File: config.mk
export PLATFORM = sky130hd
export DESIGN_NAME = irq_controller_flat
export DESIGN_NICKNAME = d
export VERILOG_FILES = /design/src/rtl/irq_pkg.sv /design/src/rtl/irq_controller_if.sv /design/src/rtl/irq_sync_edge.sv /design/src/rtl/irq_controller.sv /design/src/flat_wrapper.sv
export SDC_FILE = /design/constraint.sdc
export NUM_CORES = 1
export LEC_CHECK = 0
export CORE_ASPECT_RATIO = 1.5
export CORE_MARGIN = 5
export CORE_UTILIZATION = 45
export DETAILED_ROUTE_END_ITERATION = 10
export PLACE_DENSITY_LB_ADDON = 0.12
export SLEW_MARGIN = 25
export SYNTH_ARGS = -nofsm -noshare
export SYNTH_HDL_FRONTEND = slang
export SYNTH_SLANG_ARGS = --single-unit
File: constraint.sdc
create_clock -name clk -period 2.58 [get_ports clk]
set_input_delay 0.387 -clock clk [delete_from_list [all_inputs] [get_ports clk]]
set_output_delay 0.387 -clock clk [all_outputs]
set_load 0.02 [all_outputs]
File: src/rtl/irq_pkg.sv
// Shared types and helpers for the interrupt controller.
package irq_pkg;

   localparam int MAX_IRQ = 32;

   typedef enum logic [1:0] {
      IDLE    = 2'd0,
      REQ     = 2'd1,
      SERVICE = 2'd2
   } irq_state_e;

   // Index of the first set bit in vec[0..n-1], scanning upward from offset
   // and wrapping at n. Returns 0 when nothing is set. offset must be < n.
   function automatic logic [4:0] first_set(input logic [MAX_IRQ-1:0] vec,
                                            input logic [5:0]         n,
                                            input logic [4:0]         offset);
      logic [5:0] idx;
      logic       found;
      first_set = '0;
      found     = 1'b0;
      for (int k = 0; k < MAX_IRQ; k++) begin
         idx = {1'b0, offset} + 6'(k);
         if (idx >= n) idx = idx - n;
         if (!found && (6'(k) < n) && vec[idx[4:0]]) begin
            first_set = idx[4:0];
            found     = 1'b1;
         end
      end
   endfunction

endpackage

File: src/rtl/irq_controller_if.sv
// CPU-side request/acknowledge/end-of-interrupt handshake.
interface irq_controller_if #(
   parameter int ID_W = 3
);
   logic            irq_req;
   logic [ID_W-1:0] irq_id;
   logic            irq_ack;
   logic            irq_eoi;

   modport master (output irq_req, irq_id, input irq_ack, irq_eoi);
   modport slave  (input irq_req, irq_id, output irq_ack, irq_eoi);
endinterface

File: src/rtl/irq_sync_edge.sv
// One interrupt line: multi-stage synchroniser plus rising-edge detector.
module irq_sync_edge #(
   parameter int SYNC_STAGES = 2
) (
   input  logic clk,
   input  logic nreset,
   input  logic async_in,
   output logic sync_o,
   output logic rise_o
);

   logic [SYNC_STAGES-1:0] sync_q, sync_d;
   logic                   dly_q, dly_d;

   // shift the raw input through the chain; keep one extra stage for edges
   always_comb begin
      sync_d = {sync_q[SYNC_STAGES-2:0], async_in};
      dly_d  = sync_q[SYNC_STAGES-1];
   end

   // synchroniser and delay registers
   always_ff @(posedge clk or negedge nreset) begin
      if (!nreset) begin
         sync_q <= '0;
         dly_q  <= 1'b0;
      end else begin
         sync_q <= sync_d;
         dly_q  <= dly_d;
      end
   end

   assign sync_o = sync_q[SYNC_STAGES-1];
   assign rise_o = sync_q[SYNC_STAGES-1] & ~dly_q;

endmodule

File: src/rtl/irq_controller.sv
// Vectored interrupt controller: synchronised, maskable edge/level channels
// with sticky pending bits and a req/ack/eoi handshake to the CPU.
// Optional build macro IRQ_ROUND_ROBIN_EN selects rotating priority
// (search starts after the last acknowledged channel); default is fixed
// lowest-index priority.
//
//   state   | meaning
//   IDLE    | arbitrating; latch winner when anything is eligible
//   REQ     | irq_req high, irq_id stable, waiting for ack
//   SERVICE | CPU handling irq_id, waiting for eoi (no nesting)
module irq_controller
   import irq_pkg::*;
#(
   parameter int NUM_IRQ     = 8,
   parameter int SYNC_STAGES = 2
) (
   input  logic               clk,
   input  logic               nreset,
   input  logic [NUM_IRQ-1:0] irq_in,
   input  logic               mask_we,
   input  logic [NUM_IRQ-1:0] mask_d,
   input  logic               trig_we,
   input  logic [NUM_IRQ-1:0] trig_d,
   output logic [NUM_IRQ-1:0] pending_q,
   output logic [NUM_IRQ-1:0] mask_q,
   irq_controller_if.master   cpu
);

   localparam int ID_W = $clog2(NUM_IRQ);

   irq_state_e         state_q, state_d;
   logic [ID_W-1:0]    irq_id_q, irq_id_d;
   logic               irq_req_q, irq_req_d;
   logic [NUM_IRQ-1:0] pending_d;
   logic [NUM_IRQ-1:0] trig_q;
   logic [NUM_IRQ-1:0] level, rise;
   logic [NUM_IRQ-1:0] eligible;
   logic [MAX_IRQ-1:0] elig_wide;
   logic [ID_W-1:0]    winner;
   logic [4:0]         search_start;
   logic               ack_fire;

   for (genvar i = 0; i < NUM_IRQ; i++) begin : g_sync
      irq_sync_edge #(.SYNC_STAGES(SYNC_STAGES)) u_sync (
         .clk      (clk),
         .nreset   (nreset),
         .async_in (irq_in[i]),
         .sync_o   (level[i]),
         .rise_o   (rise[i])
      );
   end

`ifdef IRQ_ROUND_ROBIN_EN
   logic [ID_W-1:0] last_q, last_d;
   logic [5:0]      last_inc;

   // rotating search origin: one past the last acknowledged channel
   always_comb begin
      last_inc     = 6'(last_q) + 6'd1;
      search_start = (last_inc >= 6'(NUM_IRQ)) ? 5'd0 : last_inc[4:0];
      last_d       = ack_fire ? irq_id_q : last_q;
   end

   // last-served pointer
   always_ff @(posedge clk or negedge nreset) begin
      if (!nreset) last_q <= '0;
      else         last_q <= last_d;
   end
`else
   assign search_start = 5'd0;
`endif

   // eligibility and priority winner
   always_comb begin
      eligible                = pending_q & mask_q;
      elig_wide               = '0;
      elig_wide[NUM_IRQ-1:0]  = eligible;
      winner                  = ID_W'(first_set(elig_wide, 6'(NUM_IRQ), search_start));
   end

   // handshake FSM next state and registered outputs
   always_comb begin
      state_d  = state_q;
      irq_id_d = irq_id_q;
      ack_fire = 1'b0;
      case (state_q)
         IDLE: begin
            if (|eligible) begin
               state_d  = REQ;
               irq_id_d = winner;
            end
         end
         REQ: begin
            if (cpu.irq_ack) begin
               state_d  = SERVICE;
               ack_fire = 1'b1;
            end else if (!eligible[irq_id_q]) begin
               state_d = IDLE;
            end
         end
         SERVICE: begin
            if (cpu.irq_eoi) state_d = IDLE;
         end
         default: state_d = IDLE;
      endcase
      irq_req_d = (state_d == REQ);
   end

   // pending update: edge channels are sticky until acked (a same-cycle
   // new edge keeps them set); level channels follow the synced input
   always_comb begin
      pending_d = pending_q;
      for (int i = 0; i < NUM_IRQ; i++) begin
         if (trig_q[i])
            pending_d[i] = (pending_q[i] & ~(ack_fire && (irq_id_q == ID_W'(i)))) | rise[i];
         else
            pending_d[i] = level[i];
      end
   end

   // state, pending and configuration registers
   always_ff @(posedge clk or negedge nreset) begin
      if (!nreset) begin
         state_q   <= IDLE;
         irq_id_q  <= '0;
         irq_req_q <= 1'b0;
         pending_q <= '0;
         mask_q    <= '0;
         trig_q    <= '1;
      end else begin
         state_q   <= state_d;
         irq_id_q  <= irq_id_d;
         irq_req_q <= irq_req_d;
         pending_q <= pending_d;
         if (mask_we) mask_q <= mask_d;
         if (trig_we) trig_q <= trig_d;
      end
   end

   assign cpu.irq_req = irq_req_q;
   assign cpu.irq_id  = irq_id_q;

endmodule

File: src/flat_wrapper.sv
// flat-port wrapper written by rule: the top's interface ports become plain ports
module irq_controller_flat import irq_pkg::*;
#(
   parameter int NUM_IRQ     = 8,
   parameter int SYNC_STAGES = 2
)
  (clk, nreset, irq_in, mask_we, mask_d, trig_we, trig_d, pending_q, mask_q, cpu_irq_req, cpu_irq_id, cpu_irq_ack, cpu_irq_eoi);
  irq_controller_if #(.ID_W(3)) cpu_i ();
  input  logic clk;
  input  logic nreset;
  input  logic [NUM_IRQ-1:0] irq_in;
  input  logic mask_we;
  input  logic [NUM_IRQ-1:0] mask_d;
  input  logic trig_we;
  input  logic [NUM_IRQ-1:0] trig_d;
  output logic [NUM_IRQ-1:0] pending_q;
  output logic [NUM_IRQ-1:0] mask_q;
  output wire logic [$bits(cpu_i.irq_req)-1:0] cpu_irq_req;
  output wire logic [$bits(cpu_i.irq_id)-1:0] cpu_irq_id;
  input wire logic [$bits(cpu_i.irq_ack)-1:0] cpu_irq_ack;
  input wire logic [$bits(cpu_i.irq_eoi)-1:0] cpu_irq_eoi;
  assign cpu_irq_req = cpu_i.irq_req;
  assign cpu_irq_id = cpu_i.irq_id;
  assign cpu_i.irq_ack = cpu_irq_ack;
  assign cpu_i.irq_eoi = cpu_irq_eoi;
  irq_controller #(.NUM_IRQ(NUM_IRQ), .SYNC_STAGES(SYNC_STAGES)) u_core (.clk(clk), .nreset(nreset), .irq_in(irq_in), .mask_we(mask_we), .mask_d(mask_d), .trig_we(trig_we), .trig_d(trig_d), .pending_q(pending_q), .mask_q(mask_q), .cpu(cpu_i));
endmodule
Word level (Yosys, flattened, before mapping)
Cells that the tools add are included.
{ "classes": {"magnitude_cmp": 1, "eq_ne": 10, "n_mux": 31, "n_bitwise": 41, "n_reduce_logical": 26} }
{ "ops": {"columns": ["operator", "n"], "rows": [
  ["two-way mux 1 bit", 19],
  ["two-way mux 3 bit", 6],
  ["bitwise AND 1 bit", 16],
  ["inverter 1 bit", 16],
  ["logical AND 1 bit", 15],
  ["equality test 3 bit (second input constant)", 4],
  ["bitwise AND 8 bit", 1],
  ["two-way mux 2 bit", 4],
  ["OR 1 bit", 8],
  ["OR reduction 8 bit", 1],
  ["zero test 1 bit", 7],
  ["equality test 3 x 2 -> 1 bit (second input constant)", 2],
  ["one-hot mux 2 bit (3 select lines)", 1],
  ["equality test 2 x 1 -> 1 bit (second input constant)", 2],
  ["less-than comparator 3 x 4 -> 1 bit (second input constant)", 1],
  ["binary-select mux 1 bit (select 3 bit)", 1],
  ["equality test 3 x 1 -> 1 bit (second input constant)", 1],
  ["zero test 3 bit", 1],
  ["equality test 2 bit (second input constant)", 1],
  ["zero test 2 bit", 1],
  ["AND reduction 2 bit", 1]
]} }
{ "totals": {"reg_bits": 54, "inputBits": 30, "output_inout_bits": 20, "elab_cells": 131} }

Logic depth before layout (Yosys ltp)
Gate-level depths: netlist of the first run.
{ "depth": {"word_depth": 23, "depth_mapped": 5, "mapped_depth_nobuf": 4} }

By module
From an unflattened synthesis of the first run, not the netlist that was laid out.
{ "unflattened": {"cells_unflattened": 161, "area_unflattened_um2": 2100.8} }
{ "modules_own_cells": {"columns": ["mod", "instances", "cells_per_inst", "area_per_inst_um2", "seq_area_each_um2"], "rows": [
  ["irq_controller", 1, 129, 1390.1, 760.7],
  ["irq_sync_edge", 8, 4, 88.8, 75.1]
]} }

Worst setup path after synthesis of the first run
Ideal clock, no wire load.
{ "synth_path": {"path_kind": "register to register", "from": "reg u_core.irq_id_q[0] (netlist: u_core.cpu.irq_id[0])", "to": "reg u_core.irq_req_q (netlist: u_core.cpu.irq_req)", "setup_ns": 0.104, "t_arrival_ns": 1.361, "required_ns": 2.476, "setup_slack_ns": 1.115, "path_stages_with_launch": 5, "path_buffers": 1, "period_less_slack_ns": 1.465, "path_cell_list": "dfrtp_1 -> buf_6 -> inv_4 -> mux4_2 -> o311ai_1"} }
{ "synth_via": {"elab_chain_cells": 6} }
{ "synth_lines": {"columns": ["element", "line", "source"], "rows": [
  ["start, declared", "irq_controller.sv:32", "logic [ID_W-1:0] irq_id_q, irq_id_d;"],
  ["start signal, assigned", "irq_controller.sv:132", "irq_id_q <= irq_id_d;"],
  ["binary-select mux 1 bit (select 3 bit)", "irq_controller.sv:97", "end else if (!eligible[irq_id_q]) begin"],
  ["two-way mux 1 bit (not written as such)", "irq_controller.sv:97", null],
  ["two-way mux 2 bit", "irq_controller.sv:97", null],
  ["two-way mux 2 bit", "irq_controller.sv:94", "if (cpu.irq_ack) begin"],
  ["one-hot mux 2 bit (3 select lines)", "irq_controller.sv:86", "case (state_q)"],
  ["equality test 2 x 1 -> 1 bit", "irq_controller.sv:106", "irq_req_d = (state_d == REQ);"],
  ["via u_core.irq_req_d", "irq_controller.sv:33", "logic irq_req_q, irq_req_d;"],
  ["end signal, assigned", "irq_controller.sv:133", "irq_req_q <= irq_req_d;"],
  ["end, declared", "irq_controller.sv:33", null]
]} }
The timed path passes the listed nets, and every way through them passes these cells. The select of a mux whose other input is x is not followed.
A chain may end at the register's enable or synchronous reset.

Worst setup path after layout of the first run
{ "layout_path": {"from": "reg u_core.irq_id_q[0] (netlist: u_core.cpu.irq_id[0])", "to": "out cpu_irq_id[0]"} }
{ "layout_rtl": {"columns": ["element", "line", "source"], "rows": [
  ["end, declared", "flat_wrapper.sv:19", "output wire logic [$bits(cpu_i.irq_id)-1:0] cpu_irq_id;"]
]} }
No word-level cell between the ends.

==> flow_summary.json, run 1 <==
{
  "tritoncts": "done",
  "worst-r2r-cell-count": 3,
  "finish.utilization": 0.617,
  "ys_warn_count": 0,
  "fin_worst_skew_ps": 3.79,
  "post_drt_wl_per_cell_um": 16.8,
  "worst_slew_pin_slew_ps": 462,
  "syn_inst": 144,
  "cts-htree-levels": 2,
  "setup_viol": 0,
  "ant_nets": 0,
  "synth-seq-area-share": 0.687,
  "finalCriticalPeriod_ps": 1950,
  "setup_ws_ps": 634,
  "fmax_mhz": 514,
  "clkTransAtPathRegs_ps": 90,
  "power_leakage_nw": 1.08,
  "clock_path_buffers": 2,
  "avgSynthCellArea_um2": 13.8,
  "drv_cap": 0,
  "synth-seq-cells": 54,
  "timing.final.crit_share": 0.754,
  "die_h_um": 91.3,
  "critPathMaxFanout": 10,
  "cp_top_family": "buffers and inverters",
  "worst_hold_slack_ps": 33.4,
  "cts.sinks": 54,
  "cts_root_buf": "clkbuf_8",
  "critPathSlowestCell": "clkdlybuf4s50_1",
  "netlist_area_um2": 1980,
  "clock_latency_ps": 290,
  "drc_errors": 0,
  "nNetsFinal": 228,
  "grt_max_degree": 34,
  "drt_iter0_drc": 56,
  "placeableCoreArea_um2": 4250,
  "status": "finished, final reports clean",
  "grt_pass1_wl_um": 7020,
  "criticalPathCategory": "flop to output port",
  "syn-num-nets": 174,
  "areaGrowthSynthToFinish_pct": 32.1,
  "slew_viol_final": 0,
  "dp_hpwl_um": 3140,
  "cpPeakStageDelay_ps": 690,
  "portBuffers": 49,
  "drive_above_1_share": 0.186,
  "hold_viol_final": 0,
  "rows": 29,
  "synth.distinct_cells": 24,
  "place.gp.congestion": 0.837,
  "critPathArrivalTime_ps": 1560,
  "tns_ps": 0,
  "max_slew_margin": 0.692,
  "post-place-ws_ps": 696,
  "peakVddDrop_mv": 0.548,
  "wl_um": 4120,
  "p_per_area_nw_per_um2": 829,
  "track_usage": 0.150,
  "die-area_um2": 5860,
  "cp.required_ps": 2190,
  "worstPathCellList": "clkdlybuf4s50_1",
  "gr-total-overflow": 0,
  "firstDrtPassIters": 4,
  "grt_antenna_before_repair": 0,
  "vias": 1336,
  "postCtsSetupRepairBufs": 0,
  "die_x_um": 64.2,
  "endpoint_kind": "output port",
  "cts_resized": 0,
  "ctsHoldBuffers": 0,
  "path_depth": 1,
  "num_antenna_cells": 0,
  "grt_pass1_vias": 1473,
  "start_util": 0.467,
  "rsz0062_at_grt": "no",
  "io_pins": 50,
  "fin_total_pwr_mw": 2.17,
  "crit_buf_inv": 1,
  "start_kind": "flop",
  "cts_buffers": 5,
  "vias_per_cell": 5.45,
  "hp-class": "input port to asynchronous set/reset pin"
}
per-layer routing:
layer,vias up,global-route usage,wire length (um)
met5,-,0,0
met3,6,0.0457,242
met1,659,0.188,1690
met2,50,0.241,2110
met4,0,0.0611,73
li1,621,-,-
cell families after synthesis:
family	synth area share
simple gates	0.0884
compound gates	0.104
flops	0.687
mux	0.102
buf+inv	0.0183
report_power, final:
part | switching, mW | leakage, nW | internal (mW) | total [mW]
clock | 0.254 | 0.0544 | 0.246 | 0.500
combinational | 0.288 | 0.408 | 0.282 | 0.569
sequential | 0.134 | 0.621 | 0.966 | 1.10
total | 0.676 | 1.08 | 1.49 | 2.17
cells in the mapped netlist (all sizes together):
cell type | number | area, um2
inv | 4 | 17.5
mux4 | 1 | 22.5
a22oi | 3 | 22.5
a32oi | 1 | 8.76
nor2 | 7 | 26.3
a32o | 9 | 90.1
dfrtp | 46 | 1150
mux2 | 16 | 180
nand2 | 22 | 90.1
nor3 | 1 | 5.00
o21ai | 4 | 20.0
a2111oi | 1 | 8.76
nand3 | 6 | 30.0
buf | 1 | 11.3
clkbuf | 2 | 7.51
or3b | 1 | 8.76
a2bb2oi | 1 | 8.76
o311ai | 2 | 17.5
dfstp | 8 | 210
nand3b | 2 | 15.0
a21oi | 6 | 30.0
flip-flops by register name, summed over array words and instances, names as in the netlist:
signal                       flops
u_core.cpu.irq_id                3
u_core.cpu.irq_req               1
u_core.g_sync.u_sync.dly_q       8
u_core.g_sync.u_sync.sync_q     16
u_core.mask_q                    8
u_core.pending_q                 8
u_core.state_q                   2
u_core.trig_q                    8
metrics by stage:
stage          cell area [um2]  std cells
3_5_place_dp              2510        237
4_1_cts                   2620        245
6_report                  2620        245
2_1_floorplan             1980        144
5_1_grt                   2620        245
3_3_place_gp              2510        237
cell usage in the layout (no fill, tap or decap):
cell type	netlist	routed
o21ai_1	1	1
inv_4	1	1
or3b_1	1	1
clkdlybuf4s50_1	0	48
mux2_2	16	16
nor3_1	1	1
nand3_1	6	6
dfrtp_1	46	46
buf_4	0	1
a21oi_1	6	6
a2111oi_0	1	1
a32oi_1	1	1
nor2_1	7	7
clkinv_4	0	1
a32o_1	9	9
a2bb2oi_1	1	1
buf_2	0	1
nand2_4	1	1
o311ai_1	2	2
dfstp_2	8	8
clkbuf_8	0	7
mux4_2	1	1
nand3b_1	2	2
inv_1	3	3
o21ai_0	3	3
nand2_1	21	21
a22oi_1	3	3
final timing paths:
path                                                    from                                end  slack (ps)
max                                     u_core.cpu.irq_id[0]                      cpu_irq_id[0]         630
min                                                   nreset                 u_core.cpu.irq_req          30
max reg2reg                             u_core.cpu.irq_id[0]                 u_core.cpu.irq_req        1040
min reg2reg                u_core.g_sync[4].u_sync.sync_q[0]  u_core.g_sync[4].u_sync.sync_q[1]         360
max in group asynchronous                             nreset                   u_core.trig_q[2]        1740
min in group clk           u_core.g_sync[4].u_sync.sync_q[0]  u_core.g_sync[4].u_sync.sync_q[1]         360
final cells by class:
cell class                 instances  area (um2)
fill                             346        1630
sequential                        54        1360
multi-input combinational         83         584
timing repair buffer              50         493
clock buffer                       7        96.3
tap                               46        57.6
inverter                           4        17.5
clock inverter                     1        8.76
(Power assumes the default switching activity.)
==> inputs of run 2 (changes only) <==
clock period = 1.8 ns   (was 2.58 ns; I/O delays follow)
==> flow_summary.json, run 2 (synthesis results as in run 1) <==
{
  "grt_pass1_wl_um": 7290,
  "power_leakage_nw": 1.09,
  "placed_cell_area_um2": 2530,
  "routed-wl-met2_um": 2060,
  "worst_slew_pin_slew_ps": 491,
  "placeableCoreArea_um2": 4250,
  "fmax_mhz": 584,
  "cp_top_family": "buffers and inverters",
  "peakVddDrop_mv": 0.860,
  "regMostFlops": "u_core.g_sync.u_sync.sync_q",
  "nNetsFinal": 230,
  "swShare": 0.318,
  "post_drt_wl_per_cell_um": 16.9,
  "endpoint_kind": "output port",
  "drt_iter0_drc": 56,
  "fin_total_pwr_mw": 3.04,
  "fin_worst_skew_ps": 2.04,
  "max_slew_margin": 0.673,
  "die_x_um": 64.2,
  "power.switching_mw": 0.967,
  "dp_cells": 238,
  "grt_max_degree": 34,
  "layout_commonest_cell": "clkdlybuf4s50_1",
  "tns_ps": 0,
  "hold_viol_final": 0,
  "grt_pass1_vias": 1497,
  "timing.final.crit_share": 0.951,
  "clkTransAtPathRegs_ps": 90,
  "start_util": 0.467,
  "cts-htree-levels": 2,
  "criticalPathCategory": "flop to output port",
  "most-common-layout-cells": "clkdlybuf4s50_1, dfrtp_1, nand2_1",
  "final_cell_area_um2": 2630,
  "areaGrowthSynthToFinish_pct": 32.8,
  "place.gp.congestion": 0.859,
  "wl_met1_um": 1680,
  "dr_wl_met3_um": 288,
  "die-area_um2": 5860,
  "cpPeakStageDelay_ps": 650,
  "worstPathCellList": "clkdlybuf4s50_1",
  "vias": 1378,
  "cts_buffers": 5,
  "io_pins": 50,
  "rsz0062_at_grt": "no",
  "largest_reg_flops": 16,
  "p_clk_frac": 0.210,
  "hp-class": "flop to flop",
  "ant_nets": 0,
  "status": "finished, final reports clean",
  "drc_errors": 0,
  "track_usage": 0.158,
  "postCtsSetupRepairBufs": 0,
  "clock_path_buffers": 2,
  "p_comb_frac": 0.270,
  "slew_viol_final": 0,
  "intPower_mw": 2.07,
  "cts_root_buf": "clkbuf_8",
  "vias_per_cell": 5.58,
  "setup_viol": 0,
  "stdcell_count": 247,
  "wl_um": 4190,
  "portBuffers": 49,
  "critPathSlowestCell": "clkdlybuf4s50_1",
  "gr-total-overflow": 0,
  "die_h_um": 91.3,
  "firstDrtPassIters": 4,
  "clock_latency_ps": 300,
  "tritoncts": "done",
  "crit_buf_inv": 1,
  "critPathMaxFanout": 10,
  "num_antenna_cells": 0,
  "pwr-share-seq": 0.520,
  "p_per_area_nw_per_um2": 1150,
  "rows": 29,
  "finalCriticalPeriod_ps": 1710,
  "grt_antenna_before_repair": 0,
  "drive_above_1_share": 0.184,
  "drv_cap": 0,
  "cp.required_ps": 1530,
  "start_kind": "flop",
  "highest_layer": "met4",
  "cts.sinks": 54,
  "fill_cells": 357,
  "dp_hpwl_um": 3150,
  "critPathArrivalTime_ps": 1440
}
## run 2: changes by cell type in the layout (fill, tap and decap cells not counted)
cell             change
clkdlybuf4s50_1      -1
clkinv_4             -1
clkbuf_8             -2
dlygate4sd3_1        +1
buf_12               +1
clkinvlp_4           +1
clkbuf_1             +2
dfrtp_2              +1
dfrtp_1              -1
dlymetal6s2s_1       +1
## run 2: power groups by stage
stage | registers, mW | clock network, mW | logic [mW]
6_report | 1.58 | 0.637 | 0.820
5_1_grt | 1.61 | 0.718 | 0.896
4_1_cts | 1.58 | 0.663 | 0.824
3_5_place_dp | 1.60 | 0 | 0.821
3_3_place_gp | 1.59 | 0 | 0.799
2_1_floorplan | 1.64 | 0 | 0.400
## run 2: worst paths after layout
kind / from / endpoint / slack [ps] / cells past startpoint
max in group asynchronous: nreset / u_core.trig_q[3] / 730 / 3
min in group asynchronous: nreset / u_core.cpu.irq_req / 460 / 2
max: u_core.cpu.irq_id[0] / cpu_irq_id[0] / 90 / 1
min reg2reg: u_core.g_sync[6].u_sync.sync_q[0] / u_core.g_sync[6].u_sync.sync_q[1] / 350 / 0
min: u_core.g_sync[6].u_sync.sync_q[0] / u_core.g_sync[6].u_sync.sync_q[1] / 350 / 0
max reg2reg: u_core.state_q[1] / u_core.cpu.irq_req / 230 / 4
## run 2: timing repair
item                                   CTS  global route
setup endpoints to repair                1             1
endpoints found under the hold margin   18             0
gates cloned                             0             0
resized for setup                        1             1
hold buffers                             1             0
## run 2: final cells by class
type | instances | area [um2] | share of cell area
Timing Repair Buffer | 52 | 526 | 0.200
Clock inverter | 1 | 7.51 | 0.00285
Clock buffer | 7 | 76.3 | 0.0290
Tap cell | 46 | 57.6 | 0.0219
Multi-Input combinational cell | 83 | 584 | 0.222
Inverter | 4 | 17.5 | 0.00666
Sequential cell | 54 | 1360 | 0.518
## run 2: metrics by stage
step,util,setup WS [ps],hold slack [ps]
global placement,0.597,139,256
global route,0.620,22.8,372
CTS,0.619,47.2,357
floorplan,-,335,-25.6
detailed placement,0.597,52.9,264
finish,0.620,87.6,353
## run 2: routing by layer
| metal | vias to the layer above | track usage |
|---|---|---|
| li1 | 630 | - |
| met1 | 674 | 0.199 |
| met2 | 62 | 0.244 |
| met3 | 12 | 0.0444 |
| met4 | 0 | 0.0883 |
| met5 | - | 0 |
==> inputs of run 3 (changes only) <==
ABC_AREA = 1   (was default)
CORE_MARGIN = default   (was 5)
TNS_END_PERCENT = 20   (was default)
==> flow_summary.json, run 3 <==
{
  "power_leakage_nw": 1.25,
  "criticalPathCategory": "flop to output port",
  "cp_top_family": "buffers and inverters",
  "clkTransAtPathRegs_ps": 90,
  "grt_max_degree": 35,
  "yosys-top-cells-count": "nand2_1, dfrtp_1, mux2_2, nor2_1, inv_1",
  "syn-num-nets": 218,
  "worst-r2r-cell-count": 8,
  "setup_viol": 0,
  "synth-seq-area-share": 0.661,
  "critPathArrivalTime_ps": 1410,
  "hold_viol_final": 0,
  "areaGrowthSynthToFinish_pct": 33.4,
  "crit_buf_inv": 1,
  "worstReg2RegStart": "u_core.mask_q[2]",
  "drt_iter0_drc": 40,
  "yosys.area_share.simple": 0.170,
  "drv_cap": 0,
  "nNetsFinal": 275,
  "hp-class": "flop to flop",
  "synth-seq-cells": 54,
  "stdcell_count": 292,
  "avgSynthCellArea_um2": 10.9,
  "r2r_slack_ps": 560,
  "p_per_area_nw_per_um2": 1160,
  "post_drt_wl_per_cell_um": 12.7,
  "failed_checks": "DRC",
  "min_from": "u_core.g_sync[1].u_sync.sync_q[0]",
  "final_cell_area_um2": 2750,
  "ys.flop_type": "dfrtp_1",
  "whs_endpoint": "u_core.g_sync[1].u_sync.sync_q[1]",
  "most-common-layout-cells": "nand2_1, clkdlybuf4s50_1, dfrtp_1",
  "clock_latency_ps": 300,
  "fin_worst_skew_ps": 7.97,
  "timing.final.crit_share": 0.932,
  "largest_reg_flops": 16,
  "cts_root_buf": "clkbuf_8",
  "synth-compound-area-share": 0.0468,
  "worst_hold_slack_ps": 355,
  "holdPathStages": 0,
  "cts.sinks": 54,
  "syn_inst": 188,
  "synth_adder_area_share": 0,
  "rows": 29,
  "tritoncts": "done",
  "die-area_um2": 4850,
  "ant_nets": 0,
  "synth_top_cell_by_area": "dfrtp_1",
  "gr-total-overflow": 0,
  "rsz0062_at_grt": "no",
  "dp_hpwl_um": 2860,
  "critPathSlowestCell": "clkdlybuf4s50_1",
  "synth-xor-area-share": 0,
  "async_flop_share": 1.00,
  "synth_top_family_by_area": "simple AND/OR/NAND/NOR gates",
  "place.gp.congestion": 0.855,
  "fill_cells": 375,
  "synth-edff-count": 0,
  "track_usage": 0.168,
  "cpPeakStageDelay_ps": 650,
  "r2r_end": "u_core.cpu.irq_id[0]",
  "die_x_um": 57.2,
  "finalCriticalPeriod_ps": 1680,
  "firstDrtPassIters": 7,
  "vias": 1432,
  "fmax_mhz": 596,
  "synth_area_leaders": "dfrtp_1, dfstp_2, nand2_1",
  "netlist_area_um2": 2060,
  "grt_antenna_before_repair": 0,
  "placeableCoreArea_um2": 4320,
  "synthMuxAreaShare": 0.0875,
  "max_slew_margin": 0.677,
  "cts-htree-levels": 2,
  "yosysMostFrequentCell": "nand2_1",
  "worst_slew_pin_slew_ps": 484,
  "cp.required_ps": 1530,
  "wl_um": 3720,
  "num_antenna_cells": 0,
  "cts_buffers": 5,
  "synth.distinct_cells": 21,
  "ys_warn_count": 0,
  "drive_above_1_share": 0.191,
  "start_kind": "flop",
  "cts_resized": 0,
  "critPathMaxFanout": 7,
  "dp_cells": 283,
  "grt_pass1_vias": 1390,
  "clock_path_buffers": 2,
  "portBuffers": 49,
  "die_h_um": 84.8,
  "peakVddDrop_mv": 0.823,
  "yosys.area.top_type_share": 0.559,
  "postCtsSetupRepairBufs": 0,
  "grt_pass1_wl_um": 6130,
  "start_util": 0.477,
  "io_pins": 50,
  "endpoint_kind": "output port",
  "placed_cell_area_um2": 2620,
  "drc_errors": 2,
  "tns_ps": 0,
  "fin_total_pwr_mw": 3.18,
  "worstPathCellList": "clkdlybuf4s50_1",
  "layout_commonest_cell": "nand2_1",
  "status": "finished with violations",
  "regMostFlops": "u_core.g_sync.u_sync.sync_q",
  "vias_per_cell": 4.90,
  "slew_viol_final": 0
}
run 3: power by group:
part / switching [mW] / total [mW] / internal (mW)
Sequential: 0.123 / 1.50 / 1.38
Combinational: 0.476 / 0.862 / 0.386
Clock: 0.391 / 0.812 / 0.422
Total: 0.990 / 3.18 / 2.19
run 3: logic make-up after synthesis:
logic type             count (synthesis)
and+or+nand+nor                       82
DFF                                   54
AOI/OAI and AO/OA                     18
muxes                                 16
buffers and inverters                 18
run 3: through the flow:
| stage | setup WS, ps | util |
|---|---|---|
| finish | 122 | 0.636 |
| global route | 70.3 | 0.636 |
| CTS | 115 | 0.636 |
| detailed placement | 284 | 0.606 |
| global placement | 306 | 0.606 |
| floorplan | 576 | - |
run 3: timing repair:
action,4_1_cts,5_1_grt
hold endpoints to repair,18,0
hold buffers,1,0
endpoints found under the setup margin,0,0
run 3: worst max path at each step:
stage | start | end | cells past startpoint
4_1_cts | u_core.cpu.irq_id[0] | cpu_irq_id[0] | 1
2_1_floorplan | u_core.pending_q[1] | u_core.cpu.irq_id[0] | 8
5_1_grt | u_core.cpu.irq_id[0] | cpu_irq_id[0] | 1
3_5_place_dp | mask_we | u_core.mask_q[1] | 2
6_report | u_core.cpu.irq_id[0] | cpu_irq_id[0] | 1
3_3_place_gp | mask_we | u_core.mask_q[7] | 2
run 3: layer usage:
metal | wire length (um) | global-route usage | up-vias
li1 | - | - | 715
met2 | 1900 | 0.275 | 31
met4 | 61 | 0.0665 | 0
met3 | 151 | 0.0351 | 7
met5 | 0 | 0 | -
met1 | 1600 | 0.217 | 679
run 3: area by class of cell:
cell class | count | area (um2) | area share
clock buffer | 5 | 68.8 | 0.0251
clock inverter | 3 | 47.5 | 0.0173
tap | 46 | 57.6 | 0.0210
multi-input combinational | 116 | 627 | 0.228
sequential | 54 | 1360 | 0.496
timing repair buffer | 52 | 523 | 0.191
inverter | 16 | 60.1 | 0.0219
